[config.mk]
export PLATFORM = sky130hd
export DESIGN_NAME = pix_frame_gen
export DESIGN_NICKNAME = d
export VERILOG_FILES = /design/src/rtl/pix_frame_pkg.sv /design/src/rtl/pix_frame_gen_crc32_d8.sv /design/src/rtl/pix_frame_gen.sv
export SDC_FILE = /design/constraint.sdc
export NUM_CORES = 1
export LEC_CHECK = 0
export BUFFER_PORTS_ARGS = -buffer_cell sky130_fd_sc_hd__buf_2
export CAP_MARGIN = 25
export CORE_MARGIN = 2
export CORE_UTILIZATION = 55
export DETAILED_ROUTE_END_ITERATION = 6
export PLACE_DENSITY = 0.78
export SYNTH_ARGS = -nofsm -noshare
export SYNTH_HDL_FRONTEND = slang
export SYNTH_SLANG_ARGS = --single-unit
[constraint.sdc]
create_clock -name clk -period 4.7 [get_ports clk]
set_input_delay 0.94 -clock clk [delete_from_list [all_inputs] [get_ports clk]]
set_output_delay 0.94 -clock clk [all_outputs]
set_load 0.02 [all_outputs]
[src/rtl/pix_frame_pkg.sv]
// pix_frame_pkg: shared types and constants for the GMII pixel-frame generator
// and for the CRC32 engine it shares with the receive-side checker.
//   state_t     - generator FSM states, also driven out as a debug view
//   pat_mode_t  - payload pattern selector
//   lfsr_step   - one step of the payload LFSR
//   crc32_byte  - reflected CRC32 update for one byte, LSB first
package pix_frame_pkg;

    typedef enum logic [2:0] {
        IDLE = 3'd0,
        PRE  = 3'd1,
        SFD  = 3'd2,
        HDR  = 3'd3,
        PAY  = 3'd4,
        FCS  = 3'd5,
        IPG  = 3'd6
    } state_t;

    typedef enum logic [1:0] {
        MODE_INDEX  = 2'd0,
        MODE_CONST  = 2'd1,
        MODE_LFSR   = 2'd2,
        MODE_INDEX3 = 2'd3
    } pat_mode_t;

    localparam logic [7:0]  PREAMBLE_BYTE = 8'h55;
    localparam logic [7:0]  SFD_BYTE      = 8'hD5;
    localparam int          HDR_LEN       = 8;

    localparam logic [31:0] CRC_POLY      = 32'hEDB88320;
    localparam logic [31:0] CRC_INIT      = 32'hFFFFFFFF;
    // Residue in normal (non-reflected) bit order; the reflected register
    // holds the bit-reversed value 0xDEBB20E3 after a good frame plus FCS.
    localparam logic [31:0] CRC_RESIDUE   = 32'hC704DD7B;

    // x^8+x^6+x^5+x^4+1 as a right-shifting Fibonacci register: the feedback
    // taps sit at bits 0, 2, 3 and 4, and the new bit enters at bit 7.
    localparam logic [7:0]  LFSR_TAPS     = 8'h1D;
    localparam logic [7:0]  LFSR_SEED     = 8'hFF;

    function automatic logic [7:0] lfsr_step(input logic [7:0] s);
        return {^(s & LFSR_TAPS), s[7:1]};
    endfunction

    function automatic logic [31:0] crc32_byte(input logic [31:0] crc,
                                               input logic [7:0]  d);
        logic [31:0] c;
        c = crc ^ {24'd0, d};
        for (int i = 0; i < 8; i++) begin
            c = c[0] ? ((c >> 1) ^ CRC_POLY) : (c >> 1);
        end
        return c;
    endfunction

endpackage

[src/rtl/pix_frame_gen_crc32_d8.sv]
// crc32_d8: byte-wide reflected CRC32 (IEEE 802.3) register.
//   clk_i   - clock
//   rst_i   - synchronous reset, active-high; loads CRC_INIT
//   init_i  - load CRC_INIT (wins over en_i)
//   en_i    - fold data_i into the register
//   data_i  - byte to accumulate, processed LSB first
//   crc_o   - current register value (not inverted)
module crc32_d8
    import pix_frame_pkg::*;
(
    input  logic        clk_i,
    input  logic        rst_i,
    input  logic        init_i,
    input  logic        en_i,
    input  logic [7:0]  data_i,
    output logic [31:0] crc_o
);

    logic [31:0] crc_q;
    logic [31:0] crc_d;

    always_comb begin
        crc_d = crc_q;
        if (init_i) begin
            crc_d = CRC_INIT;
        end else if (en_i) begin
            crc_d = crc32_byte(crc_q, data_i);
        end
    end

    always_ff @(posedge clk_i) begin
        if (rst_i) begin
            crc_q <= CRC_INIT;
        end else begin
            crc_q <= crc_d;
        end
    end

    assign crc_o = crc_q;

endmodule

[src/rtl/pix_frame_gen.sv]
// pix_frame_gen: GMII byte-stream pixel-frame generator (BIST / loopback source).
// Emits preamble, SFD, 8-byte pixel header, patterned payload, optional FCS
// and an inter-packet gap, repeated for a burst of packets.
//   clk, rst            - clock, synchronous active-high reset
//   ce                  - byte strobe; GMII outputs and counters move only when 1
//   start, abort        - burst control
//   cfg_*               - burst configuration, latched when start is accepted
//   gmii_txd/tx_en/tx_er- registered GMII transmit byte stream
//   busy, done, aborted - burst status
//   dbg_state           - current FSM state
//
// Control handshake: start is taken only when the FSM is IDLE and busy is low;
// busy rises on that edge and stays high through the single-clk done pulse,
// dropping one clk after it. aborted is valid only while done is high.
module pix_frame_gen
    import pix_frame_pkg::*;
#(
    parameter int          BYTES_PER_PIX = 4,
    parameter int          PREAMBLE_LEN  = 7,
    parameter logic [15:0] RSVD_WORD     = 16'h0888,
    parameter int          MIN_IPG       = 12,
    parameter bit          CRC_EN        = 1'b1
) (
    input  logic        clk,
    input  logic        rst,
    input  logic        ce,
    input  logic        start,
    input  logic        abort,
    input  logic [15:0] cfg_row,
    input  logic [15:0] cfg_col,
    input  logic [15:0] cfg_len,
    input  logic [1:0]  cfg_mode,
    input  logic [7:0]  cfg_const,
    input  logic [7:0]  cfg_pkt_cnt,
    input  logic [7:0]  cfg_ipg,
    output logic [7:0]  gmii_txd,
    output logic        gmii_tx_en,
    output logic        gmii_tx_er,
    output logic        busy,
    output logic        done,
    output logic        aborted,
    output state_t      dbg_state
);

    state_t      state_q;
    logic [31:0] cnt_q;
    logic [15:0] row_q;
    logic [15:0] col_q;
    logic [15:0] len_q;
    pat_mode_t   mode_q;
    logic [7:0]  const_q;
    logic [7:0]  pkt_left_q;
    logic [7:0]  ipg_q;
    logic [7:0]  lfsr_q;
    logic        abort_pend_q;
    logic        abort_flag_q;
    logic [7:0]  txd_q;
    logic        tx_en_q;
    logic        tx_er_q;
    logic        busy_q;
    logic        done_q;
    logic        aborted_q;

    logic [31:0] pay_total;
    logic [7:0]  hdr_byte;
    logic [7:0]  pay_byte;
    logic [7:0]  fcs_byte;
    logic [31:0] crc;
    logic [31:0] crc_inv;
    logic        abort_now;
    logic        crc_init_d;
    logic        crc_en_d;
    logic [7:0]  crc_data_d;
    state_t      post_pay_st;
    logic [7:0]  ipg_clamped;

    assign pay_total   = 32'(len_q) * 32'(BYTES_PER_PIX);
    assign post_pay_st = (CRC_EN != 1'b0) ? FCS : IPG;
    assign ipg_clamped = (cfg_ipg < 8'(MIN_IPG)) ? 8'(MIN_IPG) : cfg_ipg;
    // An abort seen on a non-strobe clk is remembered until the next byte slot.
    assign abort_now   = abort || abort_pend_q;
    assign crc_inv     = ~crc;

    always_comb begin
        hdr_byte = 8'h00;
        case (cnt_q[2:0])
            3'd0: hdr_byte = row_q[15:8];
            3'd1: hdr_byte = row_q[7:0];
            3'd2: hdr_byte = col_q[15:8];
            3'd3: hdr_byte = col_q[7:0];
            3'd4: hdr_byte = len_q[15:8];
            3'd5: hdr_byte = len_q[7:0];
            3'd6: hdr_byte = RSVD_WORD[15:8];
            3'd7: hdr_byte = RSVD_WORD[7:0];
            default: hdr_byte = 8'h00;
        endcase
    end

    always_comb begin
        pay_byte = cnt_q[7:0];
        case (mode_q)
            MODE_CONST: pay_byte = const_q;
            MODE_LFSR:  pay_byte = lfsr_q;
            default:    pay_byte = cnt_q[7:0];
        endcase
    end

    // FCS goes out least-significant byte first.
    always_comb begin
        fcs_byte = crc_inv[7:0];
        case (cnt_q[1:0])
            2'd0: fcs_byte = crc_inv[7:0];
            2'd1: fcs_byte = crc_inv[15:8];
            2'd2: fcs_byte = crc_inv[23:16];
            2'd3: fcs_byte = crc_inv[31:24];
            default: fcs_byte = crc_inv[7:0];
        endcase
    end

    // CRC restarts while SFD goes out and accumulates header and payload only.
    always_comb begin
        crc_init_d = ce && (state_q == SFD);
        crc_en_d   = ce && !abort_now && ((state_q == HDR) || (state_q == PAY));
        crc_data_d = (state_q == HDR) ? hdr_byte : pay_byte;
    end

    crc32_d8 u_crc (
        .clk_i  (clk),
        .rst_i  (rst),
        .init_i (crc_init_d),
        .en_i   (crc_en_d),
        .data_i (crc_data_d),
        .crc_o  (crc)
    );

    // state_q/cnt_q name the next byte to emit; each strobe registers that
    // byte onto the GMII outputs and advances.
    always_ff @(posedge clk) begin
        if (rst) begin
            state_q      <= IDLE;
            cnt_q        <= 32'd0;
            row_q        <= 16'd0;
            col_q        <= 16'd0;
            len_q        <= 16'd0;
            mode_q       <= MODE_INDEX;
            const_q      <= 8'd0;
            pkt_left_q   <= 8'd0;
            ipg_q        <= 8'd0;
            lfsr_q       <= LFSR_SEED;
            abort_pend_q <= 1'b0;
            abort_flag_q <= 1'b0;
            txd_q        <= 8'd0;
            tx_en_q      <= 1'b0;
            tx_er_q      <= 1'b0;
            busy_q       <= 1'b0;
            done_q       <= 1'b0;
            aborted_q    <= 1'b0;
        end else begin
            done_q    <= 1'b0;
            aborted_q <= 1'b0;
            if (done_q) begin
                busy_q <= 1'b0;
            end

            if (abort && !ce) begin
                if (state_q == IPG) begin
                    abort_flag_q <= 1'b1;
                end else if (state_q != IDLE) begin
                    abort_pend_q <= 1'b1;
                end
            end

            if (state_q == IDLE) begin
                if (start && !busy_q) begin
                    row_q        <= cfg_row;
                    col_q        <= cfg_col;
                    len_q        <= cfg_len;
                    mode_q       <= pat_mode_t'(cfg_mode);
                    const_q      <= cfg_const;
                    pkt_left_q   <= (cfg_pkt_cnt == 8'd0) ? 8'd1 : cfg_pkt_cnt;
                    ipg_q        <= ipg_clamped;
                    abort_pend_q <= 1'b0;
                    abort_flag_q <= 1'b0;
                    cnt_q        <= 32'd0;
                    busy_q       <= 1'b1;
                    state_q      <= PRE;
                end
            end else if (ce) begin
                if (state_q == IPG) begin
                    txd_q   <= 8'd0;
                    tx_en_q <= 1'b0;
                    tx_er_q <= 1'b0;
                    if (abort) begin
                        abort_flag_q <= 1'b1;
                    end
                    if (cnt_q == (32'(ipg_q) - 32'd1)) begin
                        cnt_q <= 32'd0;
                        if (abort_flag_q || abort || (pkt_left_q == 8'd1)) begin
                            state_q   <= IDLE;
                            done_q    <= 1'b1;
                            aborted_q <= abort_flag_q || abort;
                        end else begin
                            state_q    <= PRE;
                            row_q      <= row_q + 16'd1;
                            pkt_left_q <= pkt_left_q - 8'd1;
                        end
                    end else begin
                        cnt_q <= cnt_q + 32'd1;
                    end
                end else if (abort_now) begin
                    // One error-marked byte, then the rest of the frame is dropped.
                    txd_q        <= 8'd0;
                    tx_en_q      <= 1'b1;
                    tx_er_q      <= 1'b1;
                    abort_flag_q <= 1'b1;
                    abort_pend_q <= 1'b0;
                    cnt_q        <= 32'd0;
                    state_q      <= IPG;
                end else begin
                    tx_en_q <= 1'b1;
                    tx_er_q <= 1'b0;
                    case (state_q)
                        PRE: begin
                            txd_q <= PREAMBLE_BYTE;
                            if (cnt_q == 32'(PREAMBLE_LEN - 1)) begin
                                cnt_q   <= 32'd0;
                                state_q <= SFD;
                            end else begin
                                cnt_q <= cnt_q + 32'd1;
                            end
                        end
                        SFD: begin
                            txd_q   <= SFD_BYTE;
                            lfsr_q  <= LFSR_SEED;
                            cnt_q   <= 32'd0;
                            state_q <= HDR;
                        end
                        HDR: begin
                            txd_q <= hdr_byte;
                            if (cnt_q == 32'(HDR_LEN - 1)) begin
                                cnt_q   <= 32'd0;
                                state_q <= (pay_total != 32'd0) ? PAY : post_pay_st;
                            end else begin
                                cnt_q <= cnt_q + 32'd1;
                            end
                        end
                        PAY: begin
                            txd_q  <= pay_byte;
                            lfsr_q <= lfsr_step(lfsr_q);
                            if (cnt_q == (pay_total - 32'd1)) begin
                                cnt_q   <= 32'd0;
                                state_q <= post_pay_st;
                            end else begin
                                cnt_q <= cnt_q + 32'd1;
                            end
                        end
                        FCS: begin
                            txd_q <= fcs_byte;
                            if (cnt_q == 32'd3) begin
                                cnt_q   <= 32'd0;
                                state_q <= IPG;
                            end else begin
                                cnt_q <= cnt_q + 32'd1;
                            end
                        end
                        default: begin
                            state_q <= IDLE;
                        end
                    endcase
                end
            end
        end
    end

    assign gmii_txd   = txd_q;
    assign gmii_tx_en = tx_en_q;
    assign gmii_tx_er = tx_er_q;
    assign busy       = busy_q;
    assign done       = done_q;
    assign aborted    = aborted_q;
    assign dbg_state  = state_q;

endmodule

After elaboration in Yosys (flattened, before gate mapping)
Cells that the tools add are included.
Widths: inputs -> output; s select.
{"block": "totals", "input_bits": 79, "word_cells": 184, "output_inout_bits": 16, "regBits": 164}
{"block": "classes", "reduce_logical": 35, "mux": 77, "n_bitwise": 16, "magnitude_cmp": 1, "eq_ne": 31, "add_sub_neg": 5}
{"cell": "$mux 32", "n": 18}
{"cell": "$pmux 32 s5", "n": 1}
{"cell": "$not 13->14", "n": 8}
{"cell": "$mux 16", "n": 6}
{"cell": "$mux 8", "n": 11}
{"cell": "$eq 32x3->1 const B", "n": 2}
{"cell": "$eq 32x32->1", "n": 2}
{"cell": "$pmux 8 s8", "n": 1}
{"cell": "$pmux 8 s5", "n": 1}
{"cell": "$add 32x1->32 const B", "n": 1}
{"cell": "$eq 32x2->1 const B", "n": 1}
{"cell": "$not 32->32", "n": 1}
{"cell": "$pmux 8 s2", "n": 2}
{"cell": "$pmux 8 s4", "n": 1}
{"cell": "$reduce_bool 32->1", "n": 1}
{"cell": "$xor 32x8->32", "n": 1}
{"cell": "$mux 3", "n": 10}
{"cell": "$mux 1", "n": 25}
{"cell": "$eq 3x3->1 const B", "n": 7}
{"cell": "$sub 18x1->19 const B", "n": 1}
{"cell": "$add 16x1->16 const B", "n": 1}
{"cell": "$pmux 3 s5", "n": 1}
{"cell": "$eq 3x2->1 const B", "n": 4}
{"cell": "$ne 5x2->1 const B", "n": 2}
{"cell": "other kinds (30)", "n": 56}

Logic depth before layout (Yosys ltp)
Gate-level depths: netlist (run 1).
{"block": "depth", "word_depth": 20, "ltp_mapped": 13, "mapped_depth_nobuf": 11}

Modules after synthesis
From an unflattened synthesis (run 1), not the netlist that was laid out.
{"block": "hier_totals", "hier_cells": 1308, "hier_area_um2": 10053.4}
{"mod": "pix_frame_gen", "area_per_inst_um2": 8130.3, "seq_area_each_um2": 2642.5, "cells_each": 1112, "instances": 1}
{"mod": "crc32_d8", "area_per_inst_um2": 1923.1, "seq_area_each_um2": 640.6, "cells_each": 196, "instances": 1}

Worst setup path before layout (run 1)
Ideal clock, no wire load.
{"block": "synth_path", "path_type": "register to register", "startpoint": "register cnt_q[0]", "endpoint": "register u_crc.crc_q[21] (netlist: u_crc.crc_o[21])", "setup_ns": 0.136, "path_slack_ns": 1.419, "stages_incl_launch_ff": 13, "arrival_ns": 3.145, "n_path_buf": 1, "required_time_ns": 4.564, "synth_period_minus_slack_ns": 3.281, "path_cell_list": "dfxtp_1 > inv_1 > ha_1 > buf_2 > a2111o_1 > o311ai_0 > o22ai_1 > xor2_1 > xnor3_1 > xor2_1 > xnor3_1 > nor2_1 > o21ai_0"}
{"block": "synth_via", "elab_chain_len": 16, "word_cells_on_any_way": 24, "cone_classes": "eq/ne (7); mux (10); bitwise (6); reduce/logical (1)"}
{"element": "start: declaration", "line_no": "pix_frame_gen.sv:46", "source": "logic [31:0] cnt_q;"}
{"element": "start signal: assignment", "line_no": "pix_frame_gen.sv:208", "source": "cnt_q <= cnt_q + 32'd1;"}
{"element": "start signal: assignment", "line_no": "pix_frame_gen.sv:229", "source": "cnt_q <= cnt_q + 32'd1;"}
{"element": "start signal: assignment", "line_no": "pix_frame_gen.sv:244", "source": "cnt_q <= cnt_q + 32'd1;"}
{"element": "$eq 3x3->1 (tied with other cells)", "line_no": "pix_frame_gen.sv:86", "source": "case (cnt_q[2:0])"}
{"element": "$pmux 8 s8 *", "line_no": "pix_frame_gen.sv:86"}
{"element": "$mux 8 *", "line_no": "pix_frame_gen.sv:124", "source": "crc_data_d = (state_q == HDR) ? hdr_byte : pay_byte;"}
{"element": "$xor 32x8->32 *", "line_no": "pix_frame_pkg.sv:48", "source": "c = crc ^ {24'd0, d};"}
{"element": "$mux 32 * (2 in series)", "line_no": "pix_frame_pkg.sv:50", "source": "c = c[0] ? ((c >> 1) ^ CRC_POLY) : (c >> 1);"}
{"element": "$not 13->14 (no line)"}
{"element": "$mux 32 * (2 in series)", "line_no": "pix_frame_pkg.sv:50"}
{"element": "$not 13->14 (no line)"}
{"element": "$mux 32 *", "line_no": "pix_frame_pkg.sv:50"}
{"element": "$not 13->14 (no line)"}
{"element": "$mux 32 * (2 in series)", "line_no": "pix_frame_pkg.sv:50"}
{"element": "$not 13->14 (no line)"}
{"element": "$mux 32 *", "line_no": "pix_frame_pkg.sv:50"}
{"element": "end signal: assignment", "line_no": "pix_frame_gen_crc32_d8.sv:35", "source": "crc_q <= crc_d;"}
{"element": "end: declaration", "line_no": "pix_frame_gen_crc32_d8.sv:19", "source": "logic [31:0] crc_q;"}
Mark *: on every way between the ends. The rest lies on a longest branch, timed or not.
A chain may end at the register's enable or synchronous reset.

Worst setup path after layout (run 1)
{"block": "layout_path", "startpoint": "register cnt_q[0]", "endpoint": "register u_crc.crc_q[26] (netlist: u_crc.crc_o[26])"}
{"block": "layout_via", "elab_chain_len": 16, "word_cells_on_any_way": 26, "cone_classes": "eq/ne (7); mux (11); bitwise (7); reduce/logical (1)"}
{"element": "$eq 3x3->1 (tied with other cells)", "line_no": "pix_frame_gen.sv:86"}
{"element": "$pmux 8 s8", "line_no": "pix_frame_gen.sv:86"}
{"element": "$mux 8 *", "line_no": "pix_frame_gen.sv:124"}
{"element": "$xor 32x8->32 *", "line_no": "pix_frame_pkg.sv:48"}
{"element": "$mux 32 * (3 in series)", "line_no": "pix_frame_pkg.sv:50"}
{"element": "$not 13->14 (no line)"}
{"element": "$mux 32 *", "line_no": "pix_frame_pkg.sv:50"}
{"element": "$not 13->14 (no line)"}
{"element": "$mux 32 * (2 in series)", "line_no": "pix_frame_pkg.sv:50"}
{"element": "$not 13->14 (no line)"}
{"element": "$mux 32 *", "line_no": "pix_frame_pkg.sv:50"}
{"element": "$not 13->14 (no line)"}
{"element": "$mux 32 *", "line_no": "pix_frame_pkg.sv:50"}
Marks and branches as above.

==> results of run 1 <==
[critical path: stages (launching register included)]
cell	delay, ns
dfxtp_1	0.48
inv_1	0.15
ha_1	0.50
a2111oi_0	0.61
nand3b_1	0.13
a31oi_1	0.28
a21oi_1	0.15
xnor2_1	0.47
xnor2_2	0.28
xor2_1	0.24
or3_1	0.33
o2111ai_1	0.10
[worst max path at each step]
stage,from,end,depth (start not counted)
2_1_floorplan,cnt_q[0]$_SDFFE_PP0P_,u_crc.crc_o[21]$_SDFFE_PP1P_,12
3_3_place_gp,len_q[0]$_SDFFE_PP0P_,cnt_q[3]$_SDFFE_PP0P_,11
3_5_place_dp,cnt_q[0]$_SDFFE_PP0P_,u_crc.crc_o[26]$_SDFFE_PP1P_,10
4_1_cts,cnt_q[0]$_SDFFE_PP0P_,u_crc.crc_o[26]$_SDFFE_PP1P_,10
5_1_grt,cnt_q[0]$_SDFFE_PP0P_,u_crc.crc_o[26]$_SDFFE_PP1P_,11
6_report,cnt_q[0]$_SDFFE_PP0P_,u_crc.crc_o[26]$_SDFFE_PP1P_,11
[cell families (layout without fill, tap and decap cells)]
group / count (synthesis) / in the layout / share of synthesized area
AOI/OAI and AO/OA: 385 / 385 / 0.2505
xor gates and xnor gates: 99 / 99 / 0.09250
adders and majority gates: 15 / 15 / 0.01835
buffers and inverters: 136 / 176 / 0.05322
DFF: 164 / 164 / 0.3211
muxes: 8 / 8 / 0.007953
and+or+nand+nor: 538 / 538 / 0.2565
[cell type report]
class	instances	area share
Clock buffer	21	0.04156
Tap cell	229	0.02531
Clock inverter	11	0.01105
Sequential cell	164	0.2900
Inverter	29	0.009616
Timing Repair Buffer	115	0.05571
Multi-Input combinational cell	1045	0.5667
[routing by layer]
metal | up-vias | GRT usage | wire (um)
met5 | - | 0 | 0
met4 | 0 | 0.09410 | 748
met3 | 64 | 0.06154 | 2352
met2 | 434 | 0.4822 | 13850
met1 | 4856 | 0.4298 | 13310
li1 | 4913 | - | -
[cell usage in the layout, fill, tap and decap left out, types with 16 or more instances in the layout]
cell type and instances:
nor4_1 16, nor3_1 29, buf_2 93, or3_1 19, buf_4 22, a221oi_1 16
o21ai_0 50, dfxtp_1 164, o211ai_1 24, clkbuf_16 17, nand3_1 34, inv_1 27
nor2b_1 17, o22ai_1 28, xnor2_1 61, a22oi_1 17, a21oi_1 119, xor2_1 30
nand2b_1 18, nand2_1 225, nor2_1 96
[power groups by stage]
stage	registers (mW)	logic (mW)	clock network, mW
final	1.89	3.42	1.41
after global routing	1.93	3.75	1.48
after CTS	1.88	3.39	1.42
after detailed placement	1.91	3.37	0
after global placement	1.91	3.30	0
after floorplan	1.81	2.66	0
[stage by stage]
stage          total power, mW    util  setup WS [ns]  std cells
6_report                 6.720  0.6259         0.9110       1614
3_3_place_gp             5.211  0.5925          1.107       1581
5_1_grt                  7.161  0.6259         0.5238       1614
3_5_place_dp             5.277  0.5925         0.9533       1581
4_1_cts                  6.692  0.6255         0.9307       1613
2_1_floorplan            4.474       -          1.419       1345
[state kept, by name, summed over array words and instances, names as in the netlist, 16 cells and up]
signal,flops
u_crc.crc_o,32
len_q,16
row_q,16
cnt_q,32
col_q,16
==> summary.txt, run 1 <==
Pwr
  – Sequential Power Share: 0.282
  – Pleak: 4.297 nW
  – VDD IR max: 0.0003815 V
  – Cell-internal power: 3.798 mW
  – Combinational Power Share: 0.509
  – Clock power frac: 0.209
  – Switching share of total power: 0.4348
  – NetSw: 2.922 mW
  – PwrDens: 593.7 nW/um2

Global routing
  – Initial antenna violation count: 0
  – Grt total ovfl: 0
  – GRT Overall Usage: 0.3081
  – First-pass GRT wire length: 48,940 um
  – Vias in the first global route: 9,373
  – Largest net degree at the start of global routing: 69

Yosys
  – Post-synthesis cell type count: 84
  – Synthesized cell area: 10,230 um2
  – Post-synth top cells: nand2_1, dfxtp_1, a21oi_1, nor2_1, clkbuf_1
  – Top-count cell post-synth: nand2_1
  – Cells after Synth: 1,345
  – Synth area leaders: dfxtp_1, nand2_1, a21oi_1, xnor2_1, nor2_1
  – Post-synth net total: 1,439
  – Mean area per synthesized cell: 7.603 um2
  – Sequential fraction of the synthesis area: 0.3211
  – Ys flop type: dfxtp_1
  – Yosys synthesis warning count: 0
  – Synthesis-stage register bit count: 164
  – EDFF count, synth: 0
  – Post-synth top area share: 0.3211
  – FFs w/ async S/R, synth: 0
  – Area leader, netlist: dfxtp_1

Setup path
  – Arrival time at the worst endpoint: 4.14 ns
  – Startpoint types: flop
  – Crit end category: flop
  – CP Data Required Time: 5.05 ns
  – Reg2Reg Capture Point: u_crc.crc_o[26]$_SDFFE_PP1P_
  – Crit Path Class: flop to flop
  – Path depth of the worst reg2reg path: 11
  – Reg2reg start: cnt_q[0]$_SDFFE_PP0P_
  – CP Max Fanout: 21
  – Reg2Reg Setup Slack: 0.91 ns

Routing
  – DRT Pass-1 Iters: 6
  – Avg WL per Cell: 18.75 um
  – Via count: 10.27k
  – DRC: 0
  – DRT iter0 DRCs: 1,100
  – Vias per std cell: 6.361
  – Antenna Nets Post-Route: 0
  – Total Wirelength: 30,260 um

Layout
  – Post-route cell area: 11,320 um2
  – Fraction of layout cells with a size suffix above 1: 0.1278
  – Area of the multi-input gates: 6415 um2
  – Area grow syn2layout: 10.69%
  – Nets: 1,466
  – # diodes: 0
  – FF/Latch Area: 3283 um2
  – Filler instances: 1,602

STA
  – Tmin final: 3.789 ns
  – RSZ-0062 raised after global routing: no
  – Worst hold slack: 0.4564 ns
  – Final worst path period share: 0.8062
  – Setup violators final: 0
  – Clk_skew: 0.01162 ns
  – Hold Violations, Final: 0
  – Fmax: 263.9 MHz
  – Final Max Slew Viols: 0
  – Slew of the pin with the lowest slew margin: 0.9827 ns
  – Total Neg Setup Slack: 0 ns
  – Slew headroom: 0.3398

Die
  – Core Rows: 49
  – I/O Pins: 95
  – Die Wd: 140.4 um
  – Initial Util: 0.5654
  – Die Ht: 140.4 um
  – Die ar.: 19,700 um2
  – CORE AREA: 18,090 um2

Clock network
  – TritonCTS clock tree: built
  – Reg clk slew, reported paths: 0.06 ns
  – Clock sinks: 164
  – Clock Latency Late Sink: 0.44 ns
  – CTS Buffer Depth: 2
  – Resize count post-CTS: 0
  – Clk root buf: clkbuf_16
  – CTS H-tree lvls: 4
  – Hold-fix buffers, CTS: 0
  – Post-CTS Setup Inserts: 0
  – Total CTS buffers: 17

Place
  – Area after DPL: 10,720 um2
  – PortBufs: 94
  – Post-DP HPWL: 21,870 um
  – GP Congestion: 0.9768

Run
  – Max_cap viols: 0

Min path
  – Worst Hold End: col_q[8]$_SDFFE_PP0P_
  – Hold Path Cell Cnt: 2
  – Hold_sp: col_q[8]$_SDFFE_PP0P_
  – Hold Crit Class: flop to flop

Outcome
  – Status: completed
(Power assumes the default switching activity.)
==> run 2, diff against run 1 <==
Settings changed: PLACE_DENSITY 0.78 to 0.81.
Clock period 4.7 ns to 3.2 ns, I/O delays scaled along.
==> run 2 against run 1 <==
  * The run now ends with negative setup slack left
  * Sequential share of layout area shrank 3.1 points
  * Routed wire length grew 9.1%
  * Clock power grew 53%
  * Total power grew 68%
  * Highest routed layer unchanged
  * Hold slack lost 0.026 ns
==> summary.txt, run 2 (same netlist as run 1, synthesis figures left out) <==
Global routing
  – Largest net degree at the start of global routing: 54 (was 69)
  – GRT Overall Usage: 0.3167 (was 0.3081)
  – Grt total ovfl: 0 (unchanged)
  – First-pass GRT wire length: 50,750 um (was 48,940 um)
  – Initial antenna violation count: 1 (was 0)
  – Vias in the first global route: 10.05k (was 9,373)

STA
  – RSZ-0062 raised after global routing: yes (was no)
  – Clk_skew: 0.01614 ns (was 0.01162 ns)
  – Tmin final: 3.288 ns (was 3.789 ns)
  – Setup violators final: 4 (was 0)
  – Final worst path period share: 1.027 (was 0.8062)
  – Fmax: 304.2 MHz (was 263.9 MHz)
  – Slew headroom: 0.2371 (was 0.3398)
  – Final Max Slew Viols: 0 (unchanged)
  – PnR worst setup slack: -0.08771 ns (was 0.9110 ns)
  – Hold Violations, Final: 0 (unchanged)
  – Slew of the pin with the lowest slew margin: 1.142 ns (was 0.9827 ns)

Routing
  – Via count: 11.20k (was 10.27k)
  – Antenna Nets Post-Route: 0 (unchanged)
  – DRC: 0 (unchanged)
  – DRT iter0 DRCs: 1,240 (was 1,100)
  – Vias per std cell: 6.467 (was 6.361)
  – Avg WL per Cell: 19.07 um (was 18.75 um)
  – Total Wirelength: 33,020 um (was 30,260 um)
  – DRT Pass-1 Iters: 6 (unchanged)

Place
  – Area after DPL: 11,440 um2 (was 10,720 um2)
  – GP Congestion: 0.9621 (was 0.9768)
  – PortBufs: 94 (unchanged)
  – Pre-CTS setup slack: -0.1759 ns (was 0.9533 ns)
  – # placed instances: 1,672 (was 1,581)
  – Post-DP HPWL: 22,470 um (was 21,870 um)

Setup path
  – WP depth: 13 (was 11)
  – CP Max Fanout: 8 (was 21)
  – Worst path cell trace: ha_2 > ha_4 > a2111o_1 > buf_6 > buf_6 > o311ai_4 > o22ai_2 > xor2_2 > xnor3_2 > xor2_2 > xnor3_1 > nor2_1 > o21ai_0 (was inv_1 > ha_1 > a2111oi_0 > nand3b_1 > a31oi_1 > a21oi_1 > xnor2_1 > xnor2_2 > xor2_1 > or3_1 > o2111ai_1)
  – Startpoint types: flop (unchanged)
  – CP Data Required Time: 3.50 ns (was 5.05 ns)
  – Reg2Reg Setup Slack: -0.09 ns (was 0.91 ns)
  – Arrival time at the worst endpoint: 3.59 ns (was 4.14 ns)
  – Crit end category: flop (unchanged)
  – CP endpoint: u_crc.crc_o[21]$_SDFFE_PP1P_ (was u_crc.crc_o[26]$_SDFFE_PP1P_)
  – Reg2reg start: cnt_q[0]$_SDFFE_PP0P_ (unchanged)
  – Path depth of the worst reg2reg path: 13 (was 11)
  – Reg2Reg Capture Point: u_crc.crc_o[21]$_SDFFE_PP1P_ (was u_crc.crc_o[26]$_SDFFE_PP1P_)
  – Slowest CP cell: a2111o_1 (was a2111oi_0)
  – CP peak stage delay: 0.49 ns (was 0.61 ns)
  – CP bufs+invs: 2 (was 1)
  – Setup crit start: cnt_q[0]$_SDFFE_PP0P_ (unchanged)
  – Crit Path Class: flop to flop (unchanged)
  – Top delay family on crit path: XOR/XNOR gates (was compound AO/OA/AOI/OAI gates)

Clock network
  – Clk root buf: clkbuf_16 (unchanged)
  – Hold-fix buffers, CTS: 0 (unchanged)
  – Clock sinks: 164 (unchanged)
  – Reg clk slew, reported paths: 0.07 ns (was 0.06 ns)
  – Clock Latency Late Sink: 0.44 ns (about the same)
  – CTS H-tree lvls: 4 (unchanged)
  – CTS Buffer Depth: 2 (unchanged)
  – TritonCTS clock tree: built (unchanged)
  – Total CTS buffers: 17 (unchanged)

Pwr
  – NetSw: 4.860 mW (was 2.922 mW)
  – Combinational Power Share: 0.569 (was 0.509)
  – PwrDens: 891.2 nW/um2 (was 593.7 nW/um2)
  – Switching share of total power: 0.4304 (was 0.4348)
  – VDD IR max: 0.0005946 V (was 0.0003815 V)
  – Sequential Power Share: 0.240 (was 0.282)
  – Pleak: 5.014 nW (was 4.297 nW)
  – Clock power frac: 0.191 (was 0.209)
  – Cell-internal power: 6.431 mW (was 3.798 mW)

Die
  – Initial Util: 0.5654 (unchanged)
  – Die Ht: 140.4 um (unchanged)
  – Die ar.: 19,700 um2 (unchanged)
  – Core Rows: 49 (unchanged)
  – Die Wd: 140.4 um (unchanged)
  – I/O Pins: 95 (unchanged)
  – CORE AREA: 18,090 um2 (unchanged)

Layout
  – Fin util: 0.7005 (was 0.6259)
  – Filler instances: 1,358 (was 1,602)
  – Area of the multi-input gates: 6753 um2 (was 6415 um2)
  – Most frequent cells in the layout: nand2_1, dfxtp_1, buf_4, a21oi_1, nor2_1 (was nand2_1, dfxtp_1, a21oi_1, nor2_1, buf_2)
  – Commonest non-fill, non-tap cell in the layout: nand2_1 (unchanged)
  – Cell Count, Final, Fillers Out: 1,731 (was 1,614)
  – Post-route cell area: 12,670 um2 (was 11,320 um2)
  – Nets: 1,582 (was 1,466)
  – Fraction of layout cells with a size suffix above 1: 0.2272 (was 0.1278)
  – FF/Latch Area: 3288 um2 (was 3283 um2)
  – Area grow syn2layout: 23.90% (was 10.69%)

Outcome
  – Status: finished, violations left (was completed)
  – Failing checks: negative setup slack

Min path
  – Hold Crit Class: input pin to flop (was flop to flop)

Run
  – Max_cap viols: 0 (unchanged)
-- run 2: cell types whose count changed in the layout (fill, tap and decap cells not counted), moves of 5 or more --
cell,before,now
buf_4,22,124
buf_6,0,7
ha_1,15,8
ha_2,0,5
inv_8,0,5
xor2_1,30,25
-- run 2: final cells by class --
| class | instances | share of cell area |
|---|---|---|
| multi-input cells | 1045 | 0.5330 |
| flip-flops and latches | 164 | 0.2595 |
| repair buffers | 231 | 0.1279 |
| clock buffers | 17 | 0.03358 |
| well taps | 229 | 0.02261 |
| clock inverters | 15 | 0.01462 |
| inverters | 29 | 0.008592 |
| diodes | 1 | 0.0001975 |
-- run 2: routing by layer --
metal / global-route usage / wire (um) / up-vias
met5: 0 / 0 / -
met4: 0.1164 / 1170 / 0
met3: 0.07590 / 3179 / 116
met2: 0.4982 / 15080 / 671
met1: 0.4246 / 13590 / 5283
li1: - / - / 5125
-- run 2: how the worst min path moves through the flow --
stage,start,endpoint,slack (ns),cells after the start
floorplan,col_q[5]$_SDFFE_PP0P_,col_q[5]$_SDFFE_PP0P_,0.43,2
global placement,col_q[8]$_SDFFE_PP0P_,col_q[8]$_SDFFE_PP0P_,0.45,2
detailed placement,col_q[8]$_SDFFE_PP0P_,col_q[8]$_SDFFE_PP0P_,0.45,2
CTS,cfg_len[6],len_q[6]$_SDFFE_PP0P_,0.43,3
global route,cfg_col[6],col_q[6]$_SDFFE_PP0P_,0.43,3
finish,cfg_len[6],len_q[6]$_SDFFE_PP0P_,0.43,3
-- run 2: stage by stage --
step / total power, mW / hold WS (ns) / TNS, ns
finish: 11.29 / 0.4305 / -0.1836
global route: 11.89 / 0.4262 / -1.503
CTS: 10.61 / 0.4319 / 0
detailed placement: 8.302 / 0.4510 / -3.359
global placement: 8.154 / 0.4489 / -1.114
floorplan: 6.581 / 0.4317 / -0.02328
-- run 2: worst min-delay path, cell delays in order --
cell,delay [ns]
buf_2,0.09
nand2_1,0.04
a21oi_1,0.05
-- run 2: repair_timing --
| item | in CTS | in global routing |
|---|---|---|
| gates resized for setup | 6 | 66 |
| pin swaps | 4 | 25 |
| endpoints found under the setup margin | 33 | 65 |
| setup buffers | 3 | 21 |
| gates cloned | 0 | 2 |
-- run 2: power groups by stage --
| stage | combinational [mW] | clock [mW] | sequential (mW) |
|---|---|---|---|
| after floorplan | 3.92 | 0 | 2.66 |
| after global placement | 5.45 | 0 | 2.70 |
| after detailed placement | 5.58 | 0 | 2.72 |
| after CTS | 5.76 | 2.17 | 2.68 |
| after global routing | 6.89 | 2.26 | 2.74 |
| final | 6.42 | 2.16 | 2.71 |
==> run 3, diff against run 2 <==
Settings changed: BUFFER_PORTS_ARGS -buffer_cell sky130_fd_sc_hd__buf_2 to default, CORE_MARGIN 2 to default, DONT_BUFFER_PORTS from default to 1, PLACE_DENSITY 0.81 to 0.76, TNS_END_PERCENT from default to 30.
==> run 3 against run 2 <==
  * The flow finishes with violations (design-rule violations, negative setup slack)
  * Fmax increased by 0.56%
  * Non-clock buffer count down 98
  * Via count down 5.5%
  * Highest routed layer unchanged
==> summary.txt, run 3 (same netlist as run 1, synthesis figures left out) <==
Outcome
  – Status: finished, violations left (unchanged)
  – Failing checks: design-rule violations, negative setup slack (was negative setup slack)

Routing
  – Via count: 10.58k (was 11.20k)
  – DRT Pass-1 Iters: 7 (was 6)
  – Total Wirelength: 31,470 um (was 33,020 um)
  – Antenna Nets Post-Route: 0 (unchanged)
  – Avg WL per Cell: 19.30 um (was 19.07 um)
  – DRT iter0 DRCs: 1,099 (was 1,240)
  – DRC: 7 (was 0)
  – Vias per std cell: 6.486 (was 6.467)

Clock network
  – Reg clk slew, reported paths: 0.07 ns (about the same)
  – Clock sinks: 164 (unchanged)
  – Clock Latency Late Sink: 0.45 ns (was 0.44 ns)
  – CTS H-tree lvls: 4 (unchanged)
  – Hold-fix buffers, CTS: 0 (unchanged)
  – Clk root buf: clkbuf_16 (unchanged)
  – CTS Buffer Depth: 2 (unchanged)
  – TritonCTS clock tree: built (unchanged)
  – Total CTS buffers: 17 (unchanged)

STA
  – Tmin final: 3.269 ns (was 3.288 ns)
  – Clk_skew: 0.01040 ns (was 0.01614 ns)
  – Final Max Slew Viols: 0 (unchanged)
  – Slew headroom: 0.3798 (was 0.2371)
  – Setup violators final: 16 (was 4)
  – Hold Violations, Final: 0 (unchanged)
  – PnR worst setup slack: -0.06934 ns (was -0.08771 ns)
  – Slew of the pin with the lowest slew margin: 0.9268 ns (was 1.142 ns)
  – Final worst path period share: 1.022 (was 1.027)
  – Total Neg Setup Slack: -0.5761 ns (was -0.1836 ns)
  – Worst hold slack: 0.2713 ns (was 0.4305 ns)
  – RSZ-0062 raised after global routing: yes (unchanged)
  – Fmax: 305.9 MHz (was 304.2 MHz)

Min path
  – Hold Crit Class: input pin to flop (unchanged)
  – Hold_sp: rst (was cfg_len[6])

Die
  – Die Wd: 138.4 um (was 140.4 um)
  – I/O Pins: 95 (unchanged)
  – Initial Util: 0.5654 (unchanged)
  – Die ar.: 19,140 um2 (was 19,700 um2)
  – CORE AREA: 18,090 um2 (unchanged)
  – Core Rows: 49 (unchanged)
  – Die Ht: 138.4 um (was 140.4 um)

Global routing
  – Vias in the first global route: 9,577 (was 10.05k)
  – Grt total ovfl: 0 (unchanged)
  – Largest net degree at the start of global routing: 128 (was 54)
  – GRT Overall Usage: 0.3176 (was 0.3167)
  – First-pass GRT wire length: 48,910 um (was 50,750 um)
  – Initial antenna violation count: 0 (was 1)

Layout
  – Cell Count, Final, Fillers Out: 1,631 (was 1,731)
  – # diodes: 0 (was 1)
  – Area grow syn2layout: 17.97% (was 23.90%)
  – Most frequent cells in the layout: nand2_1, dfxtp_1, buf_4, a21oi_1, nor2_1 (unchanged)
  – Fraction of layout cells with a size suffix above 1: 0.1719 (was 0.2272)
  – Fin util: 0.6670 (was 0.7005)
  – Post-route cell area: 12,060 um2 (was 12,670 um2)
  – Nets: 1,486 (was 1,582)
  – Commonest non-fill, non-tap cell in the layout: nand2_1 (unchanged)

Setup path
  – Arrival time at the worst endpoint: 3.61 ns (was 3.59 ns)
  – Crit Path Class: flop to flop (unchanged)
  – Worst path cell trace: inv_2 > ha_4 > or4b_4 > buf_6 > or2_4 > or4_4 > a221oi_4 > and4b_4 > o21a_4 > buf_6 > o21ai_1 > a22o_1 (was ha_2 > ha_4 > a2111o_1 > buf_6 > buf_6 > o311ai_4 > o22ai_2 > xor2_2 > xnor3_2 > xor2_2 > xnor3_1 > nor2_1 > o21ai_0)
  – CP Max Fanout: 10 (was 8)
  – Slowest CP cell: or4_4 (was a2111o_1)
  – Setup crit start: len_q[1]$_SDFFE_PP0P_ (was cnt_q[0]$_SDFFE_PP0P_)
  – CP peak stage delay: 0.49 ns (about the same)
  – CP Data Required Time: 3.54 ns (was 3.50 ns)
  – Reg2reg start: len_q[1]$_SDFFE_PP0P_ (was cnt_q[0]$_SDFFE_PP0P_)
  – Startpoint types: flop (unchanged)
  – Cell repeated most along the worst path: buf_6
  – Crit end category: flop (unchanged)

Place
  – PortBufs: 0 (was 94)
  – Post-DP HPWL: 21,510 um (was 22,470 um)
  – Area after DPL: 11,010 um2 (was 11,440 um2)
  – GP Congestion: 0.9662 (was 0.9621)
  – # placed instances: 1,584 (was 1,672)
  – Pre-CTS setup slack: -0.3016 ns (was -0.1759 ns)

Pwr
  – VDD IR max: 0.0005575 V (was 0.0005946 V)
  – PwrDens: 909.3 nW/um2 (was 891.2 nW/um2)
  – Pleak: 4.560 nW (was 5.014 nW)
  – Tot Pwr: 10.97 mW (was 11.29 mW)

Run
  – Max_cap viols: 0 (unchanged)
[run 3: what timing repair did]
item                                    in CTS  in global routing
resized for setup                           21                 52
endpoints found under the setup margin      48                 57
gates cloned                                 1                  1
setup buffers                                4                 11
pin swaps                                    7                 19
[run 3: cell type report]
class                   count  area [um2]
clock buffers              18       439.2
inverters                  29       108.9
fillers                  1467        6022
repair buffers            133        1042
flip-flops and latches    164        3289
well taps                 229       286.5
clock inverters            11       132.6
multi-input cells        1047        6765
[run 3: critical path, delay by kind of cell (launching register included)]
| kind | cells | cell delay, ns |
|---|---|---|
| AO/OA/AOI/OAI | 4 | 0.81 |
| adder cells (fa/ha/maj) | 1 | 0.13 |
| flip-flops | 1 | 0.33 |
| buffers and inverters | 3 | 0.34 |
| AND/OR/NAND/NOR | 4 | 1.55 |
[run 3: metal layers]
metal	global-route usage	part of all wire	up-vias
li1	-	-	4934
met1	0.4276	0.43	5001
met2	0.4897	0.45	555
met3	0.06962	0.093	89
met4	0.1360	0.029	0
met5	0	0	-
[run 3: path summary, 6_finish.rpt]
path	end	slack, ns	cells after the start
worst max register to register	cnt_q[7]$_SDFFE_PP0P_	-0.07	12
worst max-delay path	cnt_q[7]$_SDFFE_PP0P_	-0.07	12
worst min-delay path	gmii_txd[6]$_SDFFE_PP0P_	0.27	1
worst min register to register	col_q[5]$_SDFFE_PP0P_	0.46	2
[run 3: power breakdown]
part           switching [mW]  internal, mW  leakage [nW]  total (mW)
sequential              0.350          2.37          1.34        2.72
clock                   0.874          1.16         0.274        2.04
combinational            3.43          2.79          2.95        6.22
